$ cat config.mk
export PLATFORM = sky130hd
export DESIGN_NAME = regfile_scoreboard
export DESIGN_NICKNAME = d
export VERILOG_FILES = /design/src/rtl/regfile_scoreboard.sv
export SDC_FILE = /design/constraint.sdc
export NUM_CORES = 1
export LEC_CHECK = 0
export ABC_AREA = 1
export BUFFER_PORTS_ARGS = -buffer_cell sky130_fd_sc_hd__buf_4
export CELL_PAD_IN_SITES_DETAIL_PLACEMENT = 1
export CELL_PAD_IN_SITES_GLOBAL_PLACEMENT = 1
export CORE_MARGIN = 4
export CORE_UTILIZATION = 30
export DETAILED_ROUTE_END_ITERATION = 16
export PLACE_DENSITY = 0.65
export SYNTH_ARGS = -nofsm -noshare
export SYNTH_HDL_FRONTEND = slang
export SYNTH_SLANG_ARGS = --single-unit
$ cat constraint.sdc
create_clock -name clock -period 3.7 [get_ports clock]
set_input_delay 0 -clock clock [delete_from_list [all_inputs] [get_ports clock]]
set_output_delay 0 -clock clock [all_outputs]
set_load 0.005 [all_outputs]
$ cat src/rtl/regfile_scoreboard.sv
// regfile_scoreboard
//   Register file with a per-register outstanding-write scoreboard and a
//   writeback-to-issue bypass. Up to one issue is accepted per cycle. An issue
//   reads up to two sources and may reserve one destination. Source operands
//   come back registered one cycle after the issue is accepted.
// Ports
//   clock, reset_n       : clock and asynchronous active-low reset
//   issue_*              : issue request; issue_ready is combinational
//   wb_en/addr/data      : writeback, which retires one pending write
//   rd_valid, rd_*_data  : registered operands of the previous accepted issue
//   dbg_sel / dbg_data   : combinational architectural register peek (no bypass)
//   wb_err               : sticky flag for a writeback to a register with no pending write
module regfile_scoreboard #(
  parameter int WIDTH   = 16,
  parameter int NREG    = 8,
  parameter int AW      = $clog2(NREG),
  parameter int PEND_W  = 2,
  parameter int ZERO_R0 = 0
) (
  input  logic             clock,
  input  logic             reset_n,
  input  logic             issue_valid,
  output logic             issue_ready,
  input  logic             issue_use_a,
  input  logic             issue_use_b,
  input  logic [AW-1:0]    issue_src_a,
  input  logic [AW-1:0]    issue_src_b,
  input  logic             issue_dst_en,
  input  logic [AW-1:0]    issue_dst,
  input  logic             wb_en,
  input  logic [AW-1:0]    wb_addr,
  input  logic [WIDTH-1:0] wb_data,
  output logic             rd_valid,
  output logic [WIDTH-1:0] rd_a_data,
  output logic [WIDTH-1:0] rd_b_data,
  input  logic [AW-1:0]    dbg_sel,
  output logic [WIDTH-1:0] dbg_data,
  output logic             wb_err
);

  localparam bit              Z        = (ZERO_R0 != 0);
  localparam logic [PEND_W-1:0] PEND_MAX = '1;

  logic [NREG-1:0][WIDTH-1:0]  reg_q, reg_d;
  logic [NREG-1:0][PEND_W-1:0] pend_q, pend_d;
  logic [WIDTH-1:0]            rd_a_data_q, rd_a_data_d, rd_b_data_q, rd_b_data_d;
  logic                        rd_valid_q, rd_valid_d, wb_err_q, wb_err_d;

  logic [WIDTH-1:0]            rd_a_val, rd_b_val;
  logic                        haz_a, haz_b, haz_dst, accept;
  logic [NREG-1:0]             wb_hit, rsv;

  always_comb begin
    // Operand select: forced zero beats bypass, bypass beats array.
    rd_a_val = reg_q[issue_src_a];
    if (wb_en && wb_addr == issue_src_a) rd_a_val = wb_data;
    if (Z && issue_src_a == '0)          rd_a_val = '0;
    rd_b_val = reg_q[issue_src_b];
    if (wb_en && wb_addr == issue_src_b) rd_b_val = wb_data;
    if (Z && issue_src_b == '0)          rd_b_val = '0;

    // A source is clear once its last pending write retires this cycle.
    haz_a = issue_use_a && (pend_q[issue_src_a] != '0) &&
            !(wb_en && wb_addr == issue_src_a && pend_q[issue_src_a] == PEND_W'(1));
    haz_b = issue_use_b && (pend_q[issue_src_b] != '0) &&
            !(wb_en && wb_addr == issue_src_b && pend_q[issue_src_b] == PEND_W'(1));
    // A full counter frees one slot when a writeback to it lands this cycle.
    haz_dst = issue_dst_en && (pend_q[issue_dst] == PEND_MAX) &&
              !(wb_en && wb_addr == issue_dst);

    issue_ready = !haz_a && !haz_b && !haz_dst;
    accept      = issue_valid && issue_ready;

    for (int i = 0; i < NREG; i++) begin
      wb_hit[i] = wb_en && (wb_addr == AW'(i));
      rsv[i]    = accept && issue_dst_en && (issue_dst == AW'(i)) && !(Z && i == 0);
      reg_d[i]  = reg_q[i];
      if (wb_hit[i] && !(Z && i == 0)) reg_d[i] = wb_data;
      // Reserve and retire on the same register cancel out.
      pend_d[i] = pend_q[i];
      if (rsv[i] && !wb_hit[i])
        pend_d[i] = pend_q[i] + PEND_W'(1);
      else if (!rsv[i] && wb_hit[i] && pend_q[i] != '0)
        pend_d[i] = pend_q[i] - PEND_W'(1);
    end

    wb_err_d    = wb_err_q || (wb_en && pend_q[wb_addr] == '0);
    rd_valid_d  = accept;
    rd_a_data_d = accept ? rd_a_val : rd_a_data_q;
    rd_b_data_d = accept ? rd_b_val : rd_b_data_q;
  end

  always_ff @(posedge clock or negedge reset_n) begin
    if (!reset_n) begin
      reg_q       <= '0;
      pend_q      <= '0;
      rd_a_data_q <= '0;
      rd_b_data_q <= '0;
      rd_valid_q  <= 1'b0;
      wb_err_q    <= 1'b0;
    end else begin
      reg_q       <= reg_d;
      pend_q      <= pend_d;
      rd_a_data_q <= rd_a_data_d;
      rd_b_data_q <= rd_b_data_d;
      rd_valid_q  <= rd_valid_d;
      wb_err_q    <= wb_err_d;
    end
  end

  assign rd_a_data = rd_a_data_q;
  assign rd_b_data = rd_b_data_q;
  assign rd_valid  = rd_valid_q;
  assign wb_err    = wb_err_q;
  assign dbg_data  = reg_q[dbg_sel];

endmodule
==> results.sh, run 1 <==
export IMPL_status="complete, no violations"
export IMPL_place_congestion=0.818
export IMPL_die_h_um=201
export IMPL_grt_max_degree=101
export IMPL_power_share_switching_pct=38.2
export IMPL_synth_top_area_share_pct=40.0
export IMPL_cts_buffers=17
export IMPL_dr_pass1_iters=5
export IMPL_fin_crit_sh_pct=79.9
export IMPL_portBuffers=88
export IMPL_antennaDiodeCount=0
export IMPL_root_buffer="clkbuf_16"
export IMPL_dpl_cell_area_um2=12100
export IMPL_cts_resized=0
export IMPL_synth_cell_types=30
export IMPL_die_w_um=201
export IMPL_power_density_nw_per_um2=546
export IMPL_wirelength_mm=45.9
export IMPL_synth_area_leaders="dfrtp_1 40%, o21ai_0 14%, nand2_1 10%"
export IMPL_ys_seq_elements=178
export IMPL_die_area_um2=40200
export IMPL_met3_usage_pct=3.84
export IMPL_use_met1_pct=33.2
export IMPL_p_int_uw=4340
export IMPL_clock_sinks=178
export IMPL_p_comb_share_pct=32.0
export IMPL_syn_num_nets=1646
export IMPL_start_util_pct=30.4
export IMPL_cts_max_path_buffers=2
export IMPL_tritoncts="yes"
export IMPL_avgSynthCellArea_um2=6.92
export IMPL_syn_inst=1608
export IMPL_vias_per_cell=5.50
export IMPL_crit_top_cell="nand2_1"
export IMPL_yosysTopAreaCell="dfrtp_1"
export IMPL_area_growth_pct=15.5
export IMPL_fmax_mhz=338
export IMPL_critPathRequiredTime_ns=4.06
export IMPL_grt_pass1_vias=11600
export IMPL_synth_seq_area_share_pct=40.0
export IMPL_htree_levels=4
export IMPL_io_pins=89
export IMPL_finalNetCount=1668
export IMPL_synth_edff_count=0
export IMPL_total_power_uw=7020
export IMPL_rows=70
export IMPL_wire_per_inst_um=21.7
export IMPL_seqPwrFrac_pct=40.2
export IMPL_final_setup_skew_ns=0.00834
export IMPL_dp_hpwl_mm=30.0
export IMPL_worstPathMaxFanout=65
export IMPL_slowest_stage="dlygate4sd3_1"
export IMPL_clkPwrFrac_pct=27.9
export IMPL_final_cell_mix="320 x o21ai_0, 301 x nand2_1, 181 x a21oi_1, 178 x dfrtp_1, 172 x nand3_1"
export IMPL_drive_gt1_share_pct=11.3
export IMPL_synth_warning_count=0
export IMPL_vdd_ir_drop_worst_mv=0.313
export IMPL_hold_class="in -> reg"
export IMPL_clk_pin_slew_ns=0.08
export IMPL_core_area_um2=36600
export IMPL_tightest_slew_ns=1.01
export IMPL_max_cap_violations=0
export IMPL_antenna_left=0
export IMPL_worstPathCellList="dlygate4sd3_1 > buf_4 > nand2_1 > nand2_1 > nor2_4 > nand2_4 > nand2_1 > nand2_1 > nand3_1 > nand2_1 > nor2_4 > nand2_4 > inv_2 > buf_4 > nor2_1 > a31oi_2"
export IMPL_hold_ws_ns=0.0288
export IMPL_cts_setup_buffers=0
export IMPL_period_needed_ns=2.96
export IMPL_syn_area_um2=11100
export IMPL_final_common_cell="o21ai_0"
export IMPL_rsz0062_at_grt="no"
export IMPL_tns_ns=0
export IMPL_cp_arrival_ns=3.32
export IMPL_top_usage_layer="met2"
export IMPL_slew_viol_final=0
export IMPL_antenna_found_initial=0
export IMPL_drc_errors=0
export IMPL_num_vias=11600
export IMPL_grt_pass1_wl_mm=71.5
export IMPL_ys_async_sr_fraction_pct=100
export IMPL_p_leak_uw=0.00570
export IMPL_finalHoldViolCount=0
export IMPL_final_util_pct=35.1
export IMPL_cp_start_kind="input port"
export IMPL_synth_flop_cell="dfrtp_1"
export IMPL_cp_end_kind="flop"
export IMPL_grtUsageMet2_pct=35.1
export IMPL_grt_overflow=0
export IMPL_final_cell_area_um2=12900
export IMPL_grt_use_total_pct=22.5
export IMPL_setup_viol=0
export IMPL_worstSetupPathType="in -> reg"
export IMPL_clk_latency_ns=0.44
export IMPL_max_stage_delay_ns=0.54
export IMPL_drt_iter0_drc=966
export IMPL_power_switching_uw=2680
export IMPL_filler_cell_count=4589
export IMPL_relSlewSlack_pct=32.3
routing by layer:
metal | share of wire (%) | vias up
met1 | 49 | 5797
met4 | 0.93 | 0
met5 | 0 | -
met3 | 5.8 | 31
met2 | 44 | 316
li1 | - | 5457
power groups by stage:
stage	clock network [µW]	registers, µW	logic, µW
global placement	0	2840	2150
detailed placement	0	2850	2230
global route	2070	2890	2530
CTS	2000	2820	2250
finish	1960	2820	2240
floorplan	0	2760	1340
what timing repair did:
action                                  4_1_cts  5_1_grt
endpoints found under the setup margin        0        0
hold endpoints to repair                    248        0
hold buffers                                 18        0
synthesized netlist by cell type, types with 2 or more instances:
library cell and number:
o21ai_0 320, nand2_1 301, a21oi_1 181, dfrtp_1 178
nand3_1 172, inv_1 159, clkbuf_1 95, nor2_1 63
a31oi_1 36, buf_1 19, a221oi_1 16, a31oi_2 13
buf_2 9, nand4_1 8, inv_2 6, nor2_4 5
buf_4 4, buf_6 4, o21ai_1 4, nand2_4 3
a22oi_1 2, o211ai_1 2
registers in the layout, summed over array words and instances, names as in the netlist:
signal / cells
pend_q: 16
rd_a_data: 16
rd_b_data: 16
rd_valid: 1
reg_q: 128
wb_err: 1
kinds of logic (layout without fill, tap and decap cells):
logic type	count (synthesis)	in the layout	share of synthesized area, %
buffers and inverters	300	335	10.7
AOI/OAI and AO/OA	576	576	27.9
and+or+nand+nor	553	553	21.3
DFF	178	178	40.0
xor gates and xnor gates	1	1	0.0787
path summary, 6_finish.rpt:
check	cells after the start	to	slack [ns]	start
worst max-delay path	16	rd_a_data[5]	0.74	wb_addr[2]
worst min-delay path	5	wb_err	0.03	wb_en
worst max register to register	14	rd_a_data[5]	1.13	pend_q[2]
worst min register to register	2	wb_err	0.51	wb_err
max in group asynchronous	3	rd_a_data[1]	2.52	reset_n
min in group asynchronous	2	reg_q[64]	0.16	reset_n
area by class of cell:
| type | instances | area (µm²) | area share [%] |
|---|---|---|---|
| Clock buffer | 18 | 439 | 3.41 |
| Clock inverter | 14 | 166 | 1.29 |
| Inverter | 168 | 638 | 4.96 |
| Multi-Input combinational cell | 1130 | 5500 | 42.8 |
| Sequential cell | 178 | 4450 | 34.6 |
| Tap cell | 468 | 586 | 4.55 |
| Timing Repair Buffer | 135 | 1080 | 8.38 |
critical path: cells and delay by family:
kind | cells | cell delay, ns
buf+inv | 4 | 1.29
compound gates | 1 | 0.18
simple gates | 11 | 1.77
per-stage QoR:
step | worst slack (ns) | cells
2_1_floorplan | 1.96 | 1608
3_3_place_gp | 0.674 | 2061
3_5_place_dp | 0.555 | 2061
4_1_cts | 0.754 | 2111
5_1_grt | 0.580 | 2111
6_report | 0.745 | 2111
No activity file was read; power rests on OpenSTA's default activity.
==> inputs of run 2 (changes only) <==
Settings changed: PLACE_DENSITY 0.65 to 0.67.
Clock period 3.7 ns to 2.5 ns, I/O delays scaled along.
==> results.sh, run 2 (synthesis results as in run 1) <==
export IMPL_root_buffer="clkbuf_16"
export IMPL_cts_buffers=17
export IMPL_num_vias=11800
export IMPL_relSlewSlack_pct=53.6
export IMPL_die_w_um=201
export IMPL_place_congestion=0.898
export IMPL_finalNetCount=1680
export IMPL_power_switching_uw=4000
export IMPL_antenna_left=0
export IMPL_dp_hpwl_mm=30.2
export IMPL_tns_ns=0
export IMPL_top_register="reg_q"
export IMPL_power_share_switching_pct=38.6
export IMPL_critPathTopFamily="simple AND/OR/NAND/NOR gates"
export IMPL_rows=70
export IMPL_max_cap_violations=0
export IMPL_grt_overflow=0
export IMPL_p_leak_uw=0.00577
export IMPL_crit_top_cell="nand2_1"
export IMPL_antenna_found_initial=0
export IMPL_cp_start_kind="flop"
export IMPL_vdd_ir_drop_worst_mv=0.410
export IMPL_worstPathCellList="inv_1 > nand2_1 > nand3_1 > o21ai_0 > nand2_1 > nand2_1 > nand2_1 > nor2_1 > nor2_4 > nand2_4 > inv_2 > buf_12 > nor2_1 > a31oi_1"
export IMPL_grt_pass1_wl_mm=72.6
export IMPL_rsz0062_at_grt="no"
export IMPL_clk_latency_ns=0.45
export IMPL_clock_sinks=178
export IMPL_tritoncts="yes"
export IMPL_cts_max_path_buffers=2
export IMPL_io_pins=89
export IMPL_p_int_uw=6350
export IMPL_power_density_nw_per_um2=796
export IMPL_worstPathMaxFanout=40
export IMPL_total_power_uw=10400
export IMPL_final_common_cell="o21ai_0"
export IMPL_critPathRequiredTime_ns=2.86
export IMPL_antennaDiodeCount=0
export IMPL_clk_pin_slew_ns=0.07
export IMPL_max_stage_delay_ns=0.42
export IMPL_slowest_stage="dfrtp_1"
export IMPL_hold_class="in -> reg"
export IMPL_filler_cell_count=4578
export IMPL_slew_viol_final=0
export IMPL_worstSetupPathType="reg -> reg"
export IMPL_cts_resized=0
export IMPL_drive_gt1_share_pct=12.0
export IMPL_worst_path_buf_inv=3
export IMPL_wire_per_inst_um=21.9
export IMPL_p_comb_share_pct=32.8
export IMPL_largest_reg_flops=128
export IMPL_vias_per_cell=5.57
export IMPL_portBuffers=88
export IMPL_tightest_slew_ns=0.696
export IMPL_cp_end_kind="flop"
export IMPL_cts_setup_buffers=0
export IMPL_area_growth_pct=16.9
export IMPL_grt_max_degree=105
export IMPL_status="complete, no violations"
export IMPL_htree_levels=4
export IMPL_final_setup_skew_ns=0.0112
export IMPL_finalHoldViolCount=0
export IMPL_final_cell_mix="320 x o21ai_0, 301 x nand2_1, 181 x a21oi_1, 178 x dfrtp_1, 172 x nand3_1"
export IMPL_fmax_mhz=464
export IMPL_start_util_pct=30.4
export IMPL_wirelength_mm=46.4
export IMPL_fin_crit_sh_pct=86.2
export IMPL_seqPwrFrac_pct=40.2
export IMPL_period_needed_ns=2.15
export IMPL_clkPwrFrac_pct=27.0
export IMPL_grt_use_total_pct=22.8
export IMPL_die_area_um2=40200
export IMPL_dr_pass1_iters=6
export IMPL_grt_pass1_vias=11800
export IMPL_drt_iter0_drc=1216
export IMPL_drc_errors=0
export IMPL_core_area_um2=36600
export IMPL_setup_viol=0
export IMPL_cp_arrival_ns=2.51
export IMPL_die_h_um=201
==> run 2: tightest hold or removal path, stage by stage <==
cell and delay [ns]:
buf_4 0.13, nor2_1 0.07, nand3_1 0.10, nand3_1 0.07
nand2_1 0.06
==> run 2: what timing repair did <==
item	in CTS	in global routing
setup endpoints to repair	0	0
hold endpoints to repair	239	0
hold buffers	18	0
==> run 2: metal layers <==
| metal | routed length, µm | GRT usage [%] | vias to the layer above |
|---|---|---|---|
| met5 | 0 | 0 | - |
| met4 | 925 | 6.34 | 0 |
| met3 | 2730 | 3.47 | 74 |
| met2 | 20600 | 35.0 | 387 |
| met1 | 22100 | 33.4 | 5876 |
| li1 | - | - | 5496 |
==> run 2: power by group through the flow <==
stage / Clock [µW] / Combinational [µW] / Sequential, µW
finish: 2800 / 3390 / 4160
floorplan: 0 / 1980 / 4080
global route: 2970 / 3820 / 4270
detailed placement: 0 / 3350 / 4210
global placement: 0 / 3240 / 4190
CTS: 2860 / 3390 / 4160
==> run 2: per-stage QoR <==
stage	worst slack [ns]	utilization (%)	instance area, µm²	std cells	hold slack, ns
finish	0.346	35.5	13000	2123	0.0289
global route	0.0605	35.5	13000	2123	0.0610
CTS	0.360	35.5	13000	2123	0.00451
detailed placement	0.362	33.4	12200	2073	0.0218
global placement	0.447	33.4	12200	2073	0.0190
floorplan	0.756	-	11100	1608	-0.296
==> run 2: layout make-up <==
class | instances | area, µm² | area share (%)
inverters | 168 | 638 | 4.91
clock inverters | 15 | 173 | 1.33
clock buffers | 17 | 425 | 3.27
well taps | 468 | 586 | 4.50
multi-input cells | 1130 | 5500 | 42.3
flip-flops and latches | 178 | 4450 | 34.2
repair buffers | 147 | 1230 | 9.46
==> run 2: path summary, 6_finish.rpt <==
check,to,slack (ns),depth (start not counted),from
setup reg to reg,rd_a_data[11],0.35,14,pend_q[2]
setup / recovery,rd_a_data[11],0.35,14,pend_q[2]
hold reg to reg,wb_err,0.50,2,wb_err
max in group asynchronous,reg_q[108],1.69,3,reset_n
min in group asynchronous,reg_q[64],0.09,2,reset_n
hold / removal,pend_q[6],0.03,5,issue_dst[2]
==> inputs of run 3 (changes only) <==
Settings changed: RECOVER_POWER set to 50.
==> results.sh, run 3 (synthesis results as in run 1) <==
export IMPL_p_leak_uw=0.00575
export IMPL_final_common_cell="o21ai_0"
export IMPL_p_comb_share_pct=32.5
export IMPL_die_area_um2=40200
export IMPL_vias_per_cell=5.57
export IMPL_slew_viol_final=55
export IMPL_final_setup_skew_ns=0.0115
export IMPL_vdd_ir_drop_worst_mv=0.408
export IMPL_rows=70
export IMPL_grt_max_degree=105
export IMPL_htree_levels=4
export IMPL_worstSetupPathType="reg -> reg"
export IMPL_worstPathMaxFanout=40
export IMPL_regArea_um2=4450
export IMPL_power_share_switching_pct=38.8
export IMPL_fmax_mhz=463
export IMPL_tritoncts="yes"
export IMPL_placed_cells=2073
export IMPL_wirelength_mm=46.4
export IMPL_power_switching_uw=4000
export IMPL_num_vias=11800
export IMPL_start_util_pct=30.4
export IMPL_cts_setup_buffers=0
export IMPL_area_growth_pct=16.6
export IMPL_hold_class="in -> reg"
export IMPL_antenna_left=0
export IMPL_cp_start_kind="flop"
export IMPL_die_w_um=201
export IMPL_max_cap_violations=1
export IMPL_dr_pass1_iters=5
export IMPL_grt_pass1_vias=11800
export IMPL_clk_latency_ns=0.45
export IMPL_crit_top_cell="nand2_1"
export IMPL_drt_iter0_drc=1236
export IMPL_largest_reg_flops=128
export IMPL_period_needed_ns=2.16
export IMPL_filler_cell_count=4581
export IMPL_antenna_found_initial=0
export IMPL_finalNetCount=1680
export IMPL_cp_arrival_ns=2.52
export IMPL_critPathRequiredTime_ns=2.86
export IMPL_fin_crit_sh_pct=86.4
export IMPL_drive_gt1_share_pct=11.7
export IMPL_core_area_um2=36600
export IMPL_status="complete, but fails checks"
export IMPL_clock_sinks=178
export IMPL_finalHoldViolCount=0
export IMPL_grt_overflow=0
export IMPL_p_int_uw=6310
export IMPL_seqPwrFrac_pct=40.3
export IMPL_fin_ws_ns=0.340
export IMPL_die_h_um=201
export IMPL_dp_hpwl_mm=30.2
export IMPL_worstPathCellList="inv_1 > nand2_1 > nand3_1 > o21ai_0 > nand2_1 > nand2_1 > nand2_1 > nor2_1 > nor2_4 > nand2_4 > inv_2 > buf_12 > nor2_1 > a31oi_1"
export IMPL_cts_max_path_buffers=2
export IMPL_relSlewSlack_pct=-9.90
export IMPL_cts_buffers=17
export IMPL_violations="capacitance limit, slew limit"
export IMPL_portBuffers=88
export IMPL_max_stage_delay_ns=0.43
export IMPL_place_congestion=0.898
export IMPL_clk_pin_slew_ns=0.07
export IMPL_hold_ws_ns=0.0282
export IMPL_multi_input_area_um2=5500
export IMPL_dp_slack_ns=0.362
export IMPL_grt_pass1_wl_mm=72.6
export IMPL_antennaDiodeCount=0
export IMPL_drc_errors=0
export IMPL_clkPwrFrac_pct=27.2
export IMPL_io_pins=89
export IMPL_finalNonFillerCells=2123
export IMPL_setup_viol=0
export IMPL_final_cell_area_um2=13000
export IMPL_grt_use_total_pct=22.8
export IMPL_top_register="reg_q"
export IMPL_final_cell_mix="320 x o21ai_0, 301 x nand2_1, 181 x a21oi_1, 178 x dfrtp_1, 172 x nand3_1"
export IMPL_cp_end_kind="flop"
export IMPL_tns_ns=0
export IMPL_dpl_cell_area_um2=12200
export IMPL_cts_resized=0
export IMPL_slowest_stage="dfrtp_1"
export IMPL_rsz0062_at_grt="no"
export IMPL_tightest_slew_ns=1.65
export IMPL_root_buffer="clkbuf_16"
export IMPL_cts_hold_buf=18
export IMPL_power_density_nw_per_um2=795
export IMPL_wire_per_inst_um=21.9
## run 3: worst paths after layout
check / slack, ns / startpoint / end / cells after the start
max in group asynchronous: 0.77 / reset_n / reg_q[33] / 3
setup / recovery: 0.34 / pend_q[2] / rd_a_data[11] / 14
hold / removal: 0.03 / wb_en / wb_err / 5
hold reg to reg: 0.49 / wb_err / wb_err / 2
setup reg to reg: 0.34 / pend_q[2] / rd_a_data[11] / 14
min in group asynchronous: 0.51 / reset_n / reg_q[64] / 2
## run 3: final cells by class
| cell class | count | area share (%) |
|---|---|---|
| multi-input combinational | 1130 | 42.4 |
| sequential | 178 | 34.3 |
| timing repair buffer | 147 | 9.25 |
| inverter | 168 | 4.92 |
| tap | 468 | 4.51 |
| clock buffer | 17 | 3.28 |
| clock inverter | 15 | 1.33 |
## run 3: power groups by stage
stage	Sequential (µW)	Combinational [µW]	Clock, µW
floorplan	4080	1980	0
finish	4160	3350	2800
global route	4270	3780	2970
CTS	4160	3390	2860
detailed placement	4210	3350	0
global placement	4190	3240	0
## run 3: worst max-delay path, delay by kind of cell (launching register included)
kind / cells / cell delay [ns]
AO/OA/AOI/OAI: 2 / 0.27
flip-flops: 1 / 0.43
AND/OR/NAND/NOR: 9 / 0.72
buffers and inverters: 3 / 0.65
## run 3: stage by stage
stage / total power (µW) / util, %
6_report: 10300 / 35.4
2_1_floorplan: 6050 / -
3_3_place_gp: 7430 / 33.4
3_5_place_dp: 7560 / 33.4
4_1_cts: 10400 / 35.5
5_1_grt: 11000 / 35.4
## run 3: per-layer routing
metal  vias up  global-route usage, %  share of wire (%)
met4         0                   6.34                2.0
met2       386                   35.0                 44
met1      5859                   33.4                 47
met5         -                      0                  0
met3        72                   3.47                6.1
li1       5502                      -                  -
